--- config.mk ---
export PLATFORM = sky130hd
export DESIGN_NAME = dm_arbiter
export DESIGN_NICKNAME = d
export VERILOG_FILES = /design/src/rtl/dm_arb_pkg.sv /design/src/rtl/dm_arb_pick.sv /design/src/rtl/dm_arbiter.sv
export SDC_FILE = /design/constraint.sdc
export NUM_CORES = 1
export LEC_CHECK = 0
export BUFFER_PORTS_ARGS = -buffer_cell sky130_fd_sc_hd__buf_2
export CORE_ASPECT_RATIO = 0.7
export CORE_MARGIN = 5
export CORE_UTILIZATION = 45
export CTS_BUF_LIST = sky130_fd_sc_hd__clkbuf_4 sky130_fd_sc_hd__clkbuf_8
export DETAILED_ROUTE_END_ITERATION = 6
export GPL_ROUTABILITY_DRIVEN = 0
export PLACE_DENSITY_LB_ADDON = 0.05
export SLEW_MARGIN = 5
export SYNTH_ARGS = -nofsm -noshare
export SYNTH_HDL_FRONTEND = slang
export SYNTH_HIERARCHICAL = 1
export SYNTH_SLANG_ARGS = --single-unit
--- constraint.sdc ---
create_clock -name Clk -period 2.1 [get_ports Clk]
set_clock_uncertainty 0.1 [all_clocks]
set_input_delay 0.21 -clock Clk [delete_from_list [all_inputs] [get_ports Clk]]
set_output_delay 0.21 -clock Clk [all_outputs]
set_load 0.005 [all_outputs]
--- src/rtl/dm_arb_pkg.sv ---
// Shared types and constants for the dm_arbiter slice (FSM encoding, port indices).
// Used by dm_arbiter and dm_arb_pick; optional build macro DM_ARB_RR_EN lives in dm_arb_pick.
package dm_arb_pkg;

  typedef enum logic [1:0] {
    IDLE   = 2'd0,
    ACCESS = 2'd1,
    RESP   = 2'd2
  } arb_state_e;

  localparam logic PORT_CPU = 1'b0;
  localparam logic PORT_DBG = 1'b1;

  localparam int CNT_W = 4;

  function automatic logic [CNT_W-1:0] sat_inc(input logic [CNT_W-1:0] v);
    logic [CNT_W-1:0] r;
    if (v == {CNT_W{1'b1}}) begin
      r = v;
    end else begin
      r = v + CNT_W'(1);
    end
    return r;
  endfunction

endpackage

--- src/rtl/dm_arb_pick.sv ---
// Combinational winner selection between the CPU and debug ports.
// Default: fixed priority with starvation limit; DM_ARB_RR_EN selects strict round-robin.
module dm_arb_pick
  import dm_arb_pkg::*;
#(
  parameter int STARVE_LIMIT = 4
) (
  input  logic [1:0]       req_i,
  input  logic [CNT_W-1:0] starve_cnt_i,
  input  logic             last_owner_i,
  output logic             win_valid_o,
  output logic             win_idx_o
);

  logic tie_idx_s;
  logic unused_s;

`ifdef DM_ARB_RR_EN
  assign unused_s = ^{starve_cnt_i, CNT_W'(STARVE_LIMIT)};

  // Ties go to whichever port was not granted last.
  always_comb begin
    tie_idx_s = ~last_owner_i;
  end
`else
  localparam logic [CNT_W-1:0] LIMIT_C = CNT_W'(STARVE_LIMIT);

  assign unused_s = last_owner_i;

  // CPU wins ties until the debug port has waited through LIMIT_C CPU grants.
  always_comb begin
    if (starve_cnt_i >= LIMIT_C) begin
      tie_idx_s = PORT_DBG;
    end else begin
      tie_idx_s = PORT_CPU;
    end
  end
`endif

  always_comb begin
    win_valid_o = 1'b0;
    win_idx_o   = PORT_CPU;
    case (req_i)
      2'b01: begin
        win_valid_o = 1'b1;
        win_idx_o   = PORT_CPU;
      end
      2'b10: begin
        win_valid_o = 1'b1;
        win_idx_o   = PORT_DBG;
      end
      2'b11: begin
        win_valid_o = 1'b1;
        win_idx_o   = tie_idx_s;
      end
      default: begin
        win_valid_o = 1'b0;
        win_idx_o   = PORT_CPU;
      end
    endcase
  end

endmodule

--- src/rtl/dm_arbiter.sv ---
// Two-port arbiter/sequencer serialising word accesses onto the single-port data memory.
// Build option: define DM_ARB_RR_EN for strict round-robin arbitration (see dm_arb_pick).
module dm_arbiter
  import dm_arb_pkg::*;
#(
  parameter int ADDR_W       = 30,
  parameter int DATA_W       = 32,
  parameter int STARVE_LIMIT = 4
) (
  input  logic              Clk,
  input  logic              Rst_n,
  input  logic              p0_req,
  input  logic              p0_we,
  input  logic [ADDR_W-1:0] p0_ad,
  input  logic [DATA_W-1:0] p0_wdata,
  output logic              p0_gnt,
  output logic              p0_rvalid,
  output logic [DATA_W-1:0] p0_rdata,
  input  logic              p1_req,
  input  logic              p1_we,
  input  logic [ADDR_W-1:0] p1_ad,
  input  logic [DATA_W-1:0] p1_wdata,
  output logic              p1_gnt,
  output logic              p1_rvalid,
  output logic [DATA_W-1:0] p1_rdata,
  output logic [ADDR_W-1:0] mem_ad,
  output logic [DATA_W-1:0] mem_wrdata,
  output logic              mem_wr,
  input  logic [DATA_W-1:0] mem_dm
);

  arb_state_e        state_q, state_d;
  logic [ADDR_W-1:0] cmd_ad_q;
  logic [DATA_W-1:0] cmd_wdata_q;
  logic              cmd_we_q;
  logic              cmd_port_q;
  logic              mem_wr_q;
  logic              p0_rvalid_q, p1_rvalid_q;
  logic [DATA_W-1:0] p0_rdata_q, p1_rdata_q;
  logic [CNT_W-1:0]  starve_q, starve_d;
  logic              owner_q, owner_d;

  logic              win_valid_s;
  logic              win_idx_s;
  logic              accept_win_s;
  logic              accept_s;
  logic [ADDR_W-1:0] sel_ad_s;
  logic [DATA_W-1:0] sel_wdata_s;
  logic              sel_we_s;

  dm_arb_pick #(
    .STARVE_LIMIT (STARVE_LIMIT)
  ) u_pick (
    .req_i        ({p1_req, p0_req}),
    .starve_cnt_i (starve_q),
    .last_owner_i (owner_q),
    .win_valid_o  (win_valid_s),
    .win_idx_o    (win_idx_s)
  );

  // A latched read blocks acceptance because its data still has to come back through RESP.
  assign accept_win_s = (state_q == IDLE) || (state_q == RESP) ||
                        ((state_q == ACCESS) && cmd_we_q);
  assign accept_s     = accept_win_s & win_valid_s & Rst_n;
  assign p0_gnt       = accept_s & (win_idx_s == PORT_CPU);
  assign p1_gnt       = accept_s & (win_idx_s == PORT_DBG);

  assign sel_ad_s    = (win_idx_s == PORT_DBG) ? p1_ad    : p0_ad;
  assign sel_wdata_s = (win_idx_s == PORT_DBG) ? p1_wdata : p0_wdata;
  assign sel_we_s    = (win_idx_s == PORT_DBG) ? p1_we    : p0_we;

  always_comb begin
    state_d = IDLE;
    if (accept_s) begin
      state_d = ACCESS;
    end else begin
      case (state_q)
        IDLE:    state_d = IDLE;
        ACCESS:  state_d = cmd_we_q ? IDLE : RESP;
        RESP:    state_d = IDLE;
        default: state_d = IDLE;
      endcase
    end
  end

  // Starvation count only runs while the debug port is actually waiting.
  always_comb begin
    starve_d = starve_q;
    owner_d  = owner_q;
    if (!p1_req) begin
      starve_d = '0;
    end else if (p1_gnt) begin
      starve_d = '0;
    end else if (p0_gnt) begin
      starve_d = sat_inc(starve_q);
    end else begin
      starve_d = starve_q;
    end
    if (accept_s) begin
      owner_d = win_idx_s;
    end else begin
      owner_d = owner_q;
    end
  end

  always_ff @(posedge Clk or negedge Rst_n) begin
    if (!Rst_n) begin
      state_q     <= IDLE;
      cmd_ad_q    <= '0;
      cmd_wdata_q <= '0;
      cmd_we_q    <= 1'b0;
      cmd_port_q  <= PORT_CPU;
      mem_wr_q    <= 1'b0;
      starve_q    <= '0;
      owner_q     <= PORT_CPU;
    end else begin
      state_q  <= state_d;
      starve_q <= starve_d;
      owner_q  <= owner_d;
      mem_wr_q <= accept_s & sel_we_s;
      if (accept_s) begin
        cmd_ad_q    <= sel_ad_s;
        cmd_wdata_q <= sel_wdata_s;
        cmd_we_q    <= sel_we_s;
        cmd_port_q  <= win_idx_s;
      end else begin
        cmd_ad_q    <= cmd_ad_q;
        cmd_wdata_q <= cmd_wdata_q;
        cmd_we_q    <= cmd_we_q;
        cmd_port_q  <= cmd_port_q;
      end
    end
  end

  // Memory data is valid during RESP; steer it to the owning port, leaving the other port's data intact.
  always_ff @(posedge Clk or negedge Rst_n) begin
    if (!Rst_n) begin
      p0_rvalid_q <= 1'b0;
      p1_rvalid_q <= 1'b0;
      p0_rdata_q  <= '0;
      p1_rdata_q  <= '0;
    end else begin
      if ((state_q == RESP) && (cmd_port_q == PORT_CPU)) begin
        p0_rvalid_q <= 1'b1;
        p0_rdata_q  <= mem_dm;
      end else begin
        p0_rvalid_q <= 1'b0;
        p0_rdata_q  <= p0_rdata_q;
      end
      if ((state_q == RESP) && (cmd_port_q == PORT_DBG)) begin
        p1_rvalid_q <= 1'b1;
        p1_rdata_q  <= mem_dm;
      end else begin
        p1_rvalid_q <= 1'b0;
        p1_rdata_q  <= p1_rdata_q;
      end
    end
  end

  assign mem_ad     = cmd_ad_q;
  assign mem_wrdata = cmd_wdata_q;
  assign mem_wr     = mem_wr_q;
  assign p0_rvalid  = p0_rvalid_q;
  assign p1_rvalid  = p1_rvalid_q;
  assign p0_rdata   = p0_rdata_q;
  assign p1_rdata   = p1_rdata_q;

endmodule
* Word level (Yosys, flattened, before mapping)
Cells that the tools add are included.
Storage, ports and cells: register bits 137, word-level logic and storage cells 51
Operators by class: add/subtract/negate cells 1, order comparisons 1, equal/unequal tests 8, mux-type cells 15, bitwise operators 7, reductions and logical operators 8
Operators by type and width (count):
- 32-bit two-way mux | 1
- 30-bit two-way mux | 1
- 4-bit two-way mux | 4
- 2-bit == test (second input constant) | 3
- 2-bit two-way mux | 3
- 1-bit AND | 5
- 1-bit two-way mux | 5
- 4-bit by 1-bit adder with 4-bit output (second input constant) | 1
- 2-bit by 1-bit == test with 1-bit output (second input constant) | 2
- 4-bit == test (second input constant) | 1
- 4-bit by 3-bit >= comparator with 1-bit output (second input constant) | 1
- 1-bit logical AND | 3
- 3-bit by 2-bit != test with 1-bit output (second input constant) | 1
- 3-bit != test (second input constant) | 1
- 3-bit OR reduction | 1
- 2-bit zero test | 1
- 1-bit logical OR | 2
- 1-bit inverter | 2
- 1-bit one-hot mux with 2 select lines | 1
- 2-bit AND reduction | 1

* Logic depth before layout (Yosys ltp)
depth after elaboration 9, mapped depth 7

* By module
Netlist, hierarchy kept.
Modules (own cells, without submodules):
- dm_arbiter | times used 1, cells an instance 384, area an instance 6217.2 µm², seq. area each 3428.3 µm²
- dm_arb_pick | times used 1, cells an instance 3, area an instance 17.5 µm², seq. area each 0.0 µm²

* Least setup slack after synthesis
No wires, ideal clock.
path kind register to register, start reg starve_q[2], end reg cmd_wdata_q[11], in the netlist mem_wrdata[11], setup time 0.125 ns, arrival 1.655 ns, data required time 1.875 ns, setup slack 0.220 ns, stages on the path, launching flop included 7, buffers on the path 2, clock period less this slack 1.880 ns, path through dfrtp_1 -> nor2_1 -> a21boi_1 -> buf_2 -> clkbuf_1 -> mux2_2 -> mux2_4
On the way: longest elaborated chain between the ends 4
RTL lines:
- start: declaration | RTL line dm_arbiter.sv:40 | logic [CNT_W-1:0] starve_q, starve_d;
- start signal: assignment | RTL line dm_arbiter.sv:118 | starve_q <= starve_d;
- 4-bit by 3-bit >= comparator with 1-bit output | RTL line dm_arb_pick.sv:32 | if (starve_cnt_i >= LIMIT_C) begin
- 1-bit two-way mux | RTL line dm_arb_pick.sv:32
- 1-bit one-hot mux with 2 select lines | RTL line dm_arb_pick.sv:43 | case (req_i)
- net win_idx_s | RTL line dm_arbiter.sv:44 | logic win_idx_s;
- 32-bit two-way mux | RTL line dm_arbiter.sv:69 | assign sel_wdata_s = (win_idx_s == PORT_DBG) ? p1_wdata : p0_wdata;
- end signal: assignment | RTL line dm_arbiter.sv:123 | cmd_wdata_q <= sel_wdata_s;
- end signal: assignment | RTL line dm_arbiter.sv:128 | cmd_wdata_q <= cmd_wdata_q;
- end: declaration | RTL line dm_arbiter.sv:34 | logic [DATA_W-1:0] cmd_wdata_q;
The timed path passes the listed nets, and every way through them passes these cells. A chain may end at the register's enable or synchronous reset.

* Worst setup path in the final report
start reg starve_q[3], end reg mem_wr_q, in the netlist mem_wr
On the way: longest elaborated chain between the ends 5
RTL lines:
- 4-bit by 3-bit >= comparator with 1-bit output | RTL line dm_arb_pick.sv:32
- 1-bit two-way mux | RTL line dm_arb_pick.sv:32
- 1-bit one-hot mux with 2 select lines | RTL line dm_arb_pick.sv:43
- net win_idx_s | RTL line dm_arbiter.sv:44
- 1-bit two-way mux | RTL line dm_arbiter.sv:70 | assign sel_we_s = (win_idx_s == PORT_DBG) ? p1_we : p0_we;
- 1-bit AND | RTL line dm_arbiter.sv:120 | mem_wr_q <= accept_s & sel_we_s;
- end signal: assignment | RTL line dm_arbiter.sv:120
- end: declaration | RTL line dm_arbiter.sv:37 | logic mem_wr_q;
The timed path passes the listed nets, and every way through them passes these cells.

==> summary.txt <==
Status
  • Status: finished clean

Timing
  • Hold Vio Cnt, Final: 0
  • RSZ-0062 raised after global routing: false
  • Fmax: 0.5104 GHz
  • Min Clock Period, post-route: 1.959 ns
  • Final slew viol count: 0
  • Slew HR: 46.54%
  • Finish-stage setup viols: 0
  • Setup TNS: 0 ns
  • Tcrit/Tclk final: 93.30%
  • Worst slew pin tran: 0.8018 ns

Hold path
  • Hold Crit Class: primary input to flip-flop
  • Hold_sp: p1_wdata[5]
  • Hold endpoint: mem_wrdata[5]
  • WHS Path Cells: 3

Worst setup path
  • Critical path buffer and inverter count: 2
  • Reg-to-reg startpoint: starve_q[3]
  • RR Endpoint: mem_wr
  • CP Class: flip-flop to flip-flop
  • R2R cell count: 6
  • Critical Path Most Common Cell: nor2_1
  • Critical Path Fanout Max: 6
  • Crit path largest cell delay: 0.57 ns
  • Crit-path slowest cell: dlygate4sd3_1
  • Arrival time worst endpoint: 2.18 ns
  • Crit-path leading delay family: buffers and inverters
  • FF-to-FF setup slack: 0.14 ns
  • CP endpoint kind: flip-flop
  • Worst EP required: 2.32 ns
  • CP Launch Type: flip-flop
  • Critical path cell sequence: nor2_1 > a21boi_4 > buf_4 > mux2i_1 > dlygate4sd3_1 > nor2_1

Placed design
  • DP Wirelength: 11.59 mm
  • Count of port buffers added during placement: 292
  • DP Cell Count: 861

Yosys
  • Synth Instances: 387
  • Top post-synthesis cells by count: dfrtp_1 (137), mux2_2 (131), mux2_4 (58), buf_2 (9), clkbuf_1 (6)
  • Ys Warns: 6
  • Main flop type after synthesis: dfrtp_1
  • Ys async rst share: 100.0%
  • Register area share after synthesis: 54.99%
  • Cell variety after synth: 33
  • Post-Syn Area: 6235 um^2
  • Syn_nets: 550
  • Most common cell in the netlist: dfrtp_1
  • Avg Inst Size Synth: 16.11 um^2
  • Post-synth top area share: 54.99%
  • Number of synthesized flops with an enable pin: 0
  • #FFs+latches synth: 137
  • Ranking of synthesized cells by area: dfrtp_1 (55%), mux2_2 (24%), mux2_4 (14%)
  • Yosys top cell by area: dfrtp_1

Power and ir drop
  • Pint: 6.625 mW
  • Clock power share: 26.3%
  • Peak VDD IR: 0.5412 mV
  • Switch share: 28.49%
  • Leak pwr: 4.372 nW
  • Comb power frac: 30.3%
  • Reg power frac: 43.4%
  • Sw Pwr: 2.639 mW
  • Power per cell area: 1046 nW/um^2

Clocking
  • CTS buffer count: 17
  • CTS Root Cell: clkbuf_8
  • TritonCTS clock tree: built
  • Clock Sink Count: 137
  • Clk buf depth: 2
  • Clk_lat worst skew: 0.43 ns
  • H-Tree Depth: 4
  • Clk slew on worst S/H paths: 0.09 ns

Die
  • Rows: 36
  • Die Span X: 150.7 um
  • Core Area: 13,740 um^2
  • Total Die Area: 16,350 um^2
  • Initial core utilization: 45.38%
  • IO Pins: 293
  • Die span in y: 108.5 um

Route
  • Drt wl/cell: 17.24 um
  • Initial DRT Pass Iterations: 4
  • Iteration-0 DRC Markers: 124
  • DRT antenna net count: 0
  • Routed WL: 16.14 mm
  • Vias post-DR: 4,471
  • DRC Markers: 0
  • DR vias/cell: 4.777

Final layout
  • Area growth, synth to finish: 42.02%
  • Fill cells: 1,051
  • Final #Nets: 896
  • Non-filler instance count after layout: 936
  • Diodes inserted: 0
  • Layout cell share with drive strength beyond 1: 72.52%

Global routing
  • Largest net degree at the start of global routing: 138
  • Initial antenna violation count: 0
  • GR Overflow Total: 0
  • Global-route wire length before repair: 25.35 mm
  • Total Routing Usage GR: 19.82%
  • Vias in the first global route: 4,976

Flow run
  • MaxCap Viol Count: 0
[area by class of cell]
cell class,count,area [um^2],area share [%]
clock inverter,15,214.0,2.416
inverter,4,22.52,0.2543
timing repair buffer,349,2074,23.43
tap,190,237.7,2.685
clock buffer,17,234.0,2.642
multi-input combinational,224,2640,29.81
sequential,137,3432,38.76
[flip-flops by register name (all words and copies together), names as in the netlist]
register and cells:
state_q 2, mem_wr 1, cmd_we_q 1, p0_rvalid 1, starve_q 4, mem_ad 30
owner_q 1, p1_rdata 32, mem_wrdata 32, p0_rdata 32, p1_rvalid 1
[worst min-delay path: stages]
cell    delay [ns]
buf_2         0.07
mux2_2        0.13
mux2_4        0.13
[placed cells by master, fill, tap and decap left out, types with 2 or more instances in the layout]
master / Yosys / routed
inv_6: 1 / 4
dfrtp_2: 0 / 3
a21oi_1: 2 / 2
nand3b_1: 2 / 2
buf_4: 0 / 10
bufinv_16: 0 / 4
clkinv_4: 0 / 3
dfrtp_1: 137 / 134
o221a_2: 2 / 2
clkbuf_8: 0 / 17
and2_1: 2 / 2
a311o_1: 2 / 2
buf_2: 9 / 291
inv_8: 0 / 3
mux2_4: 58 / 58
buf_6: 2 / 2
nor2_1: 3 / 3
inv_1: 3 / 3
clkinv_2: 0 / 2
dlygate4sd3_1: 0 / 40
mux2_2: 131 / 131
and3_1: 3 / 3
a2111oi_0: 2 / 2
buf_12: 0 / 6
a211oi_1: 2 / 2
[what timing repair did]
action | CTS | global route
gates resized for setup | 3 | 6
hold endpoints to repair | 207 | 0
pin swaps | 0 | 1
hold buffers | 40 | 0
endpoints found under the setup margin | 2 | 2
setup buffers | 2 | 1
[power groups by stage]
stage / registers [mW] / clock network, mW / logic, mW
4_1_cts: 4.02 / 2.51 / 2.85
3_5_place_dp: 4.06 / 0 / 2.78
5_1_grt: 4.15 / 2.63 / 3.06
3_3_place_gp: 4.03 / 0 / 2.73
2_1_floorplan: 4.12 / 0 / 1.27
6_report: 4.02 / 2.44 / 2.80
[how the worst max path moves through the flow]
stage	slack, ns	end	startpoint	cells past startpoint
global placement	0.20	mem_wrdata[7]	starve_q[2]	5
CTS	0.01	p1_gnt	state_q[0]	5
floorplan	0.22	mem_wrdata[11]	starve_q[2]	6
global route	0.03	p1_gnt	starve_q[3]	5
finish	0.14	mem_wr	starve_q[3]	6
detailed placement	0.14	mem_wrdata[11]	starve_q[2]	5
[cell families after synthesis]
family | count (synthesis) | synth area share (%)
muxes | 190 | 37.79
DFF | 137 | 54.99
buffers and inverters | 26 | 2.970
and+or+nand+nor | 18 | 2.047
AOI/OAI and AO/OA | 15 | 2.007
adders and majority gates | 1 | 0.2007
[per-stage QoR]
step	hold slack, ns	utilization, %	total power [mW]	setup slack [ns]	cell area [um^2]
final	0.03369	64.45	9.264	0.1407	8855
after global routing	0.004113	64.45	9.835	0.02792	8855
after CTS	0.002026	64.25	9.391	0.01123	8827
after detailed placement	0.3091	57.90	6.843	0.1362	7954
after global placement	0.2919	57.90	6.755	0.2006	7954
after floorplan	-0.1856	-	5.387	0.2201	6235
[routing by layer]
layer / global-route usage [%] / part of all wire, %
met5: 0 / 0
met2: 34.03 / 50
met4: 5.563 / 1.3
met1: 24.13 / 40
met3: 6.410 / 8.2
No activity file was read; power rests on OpenSTA's default activity.
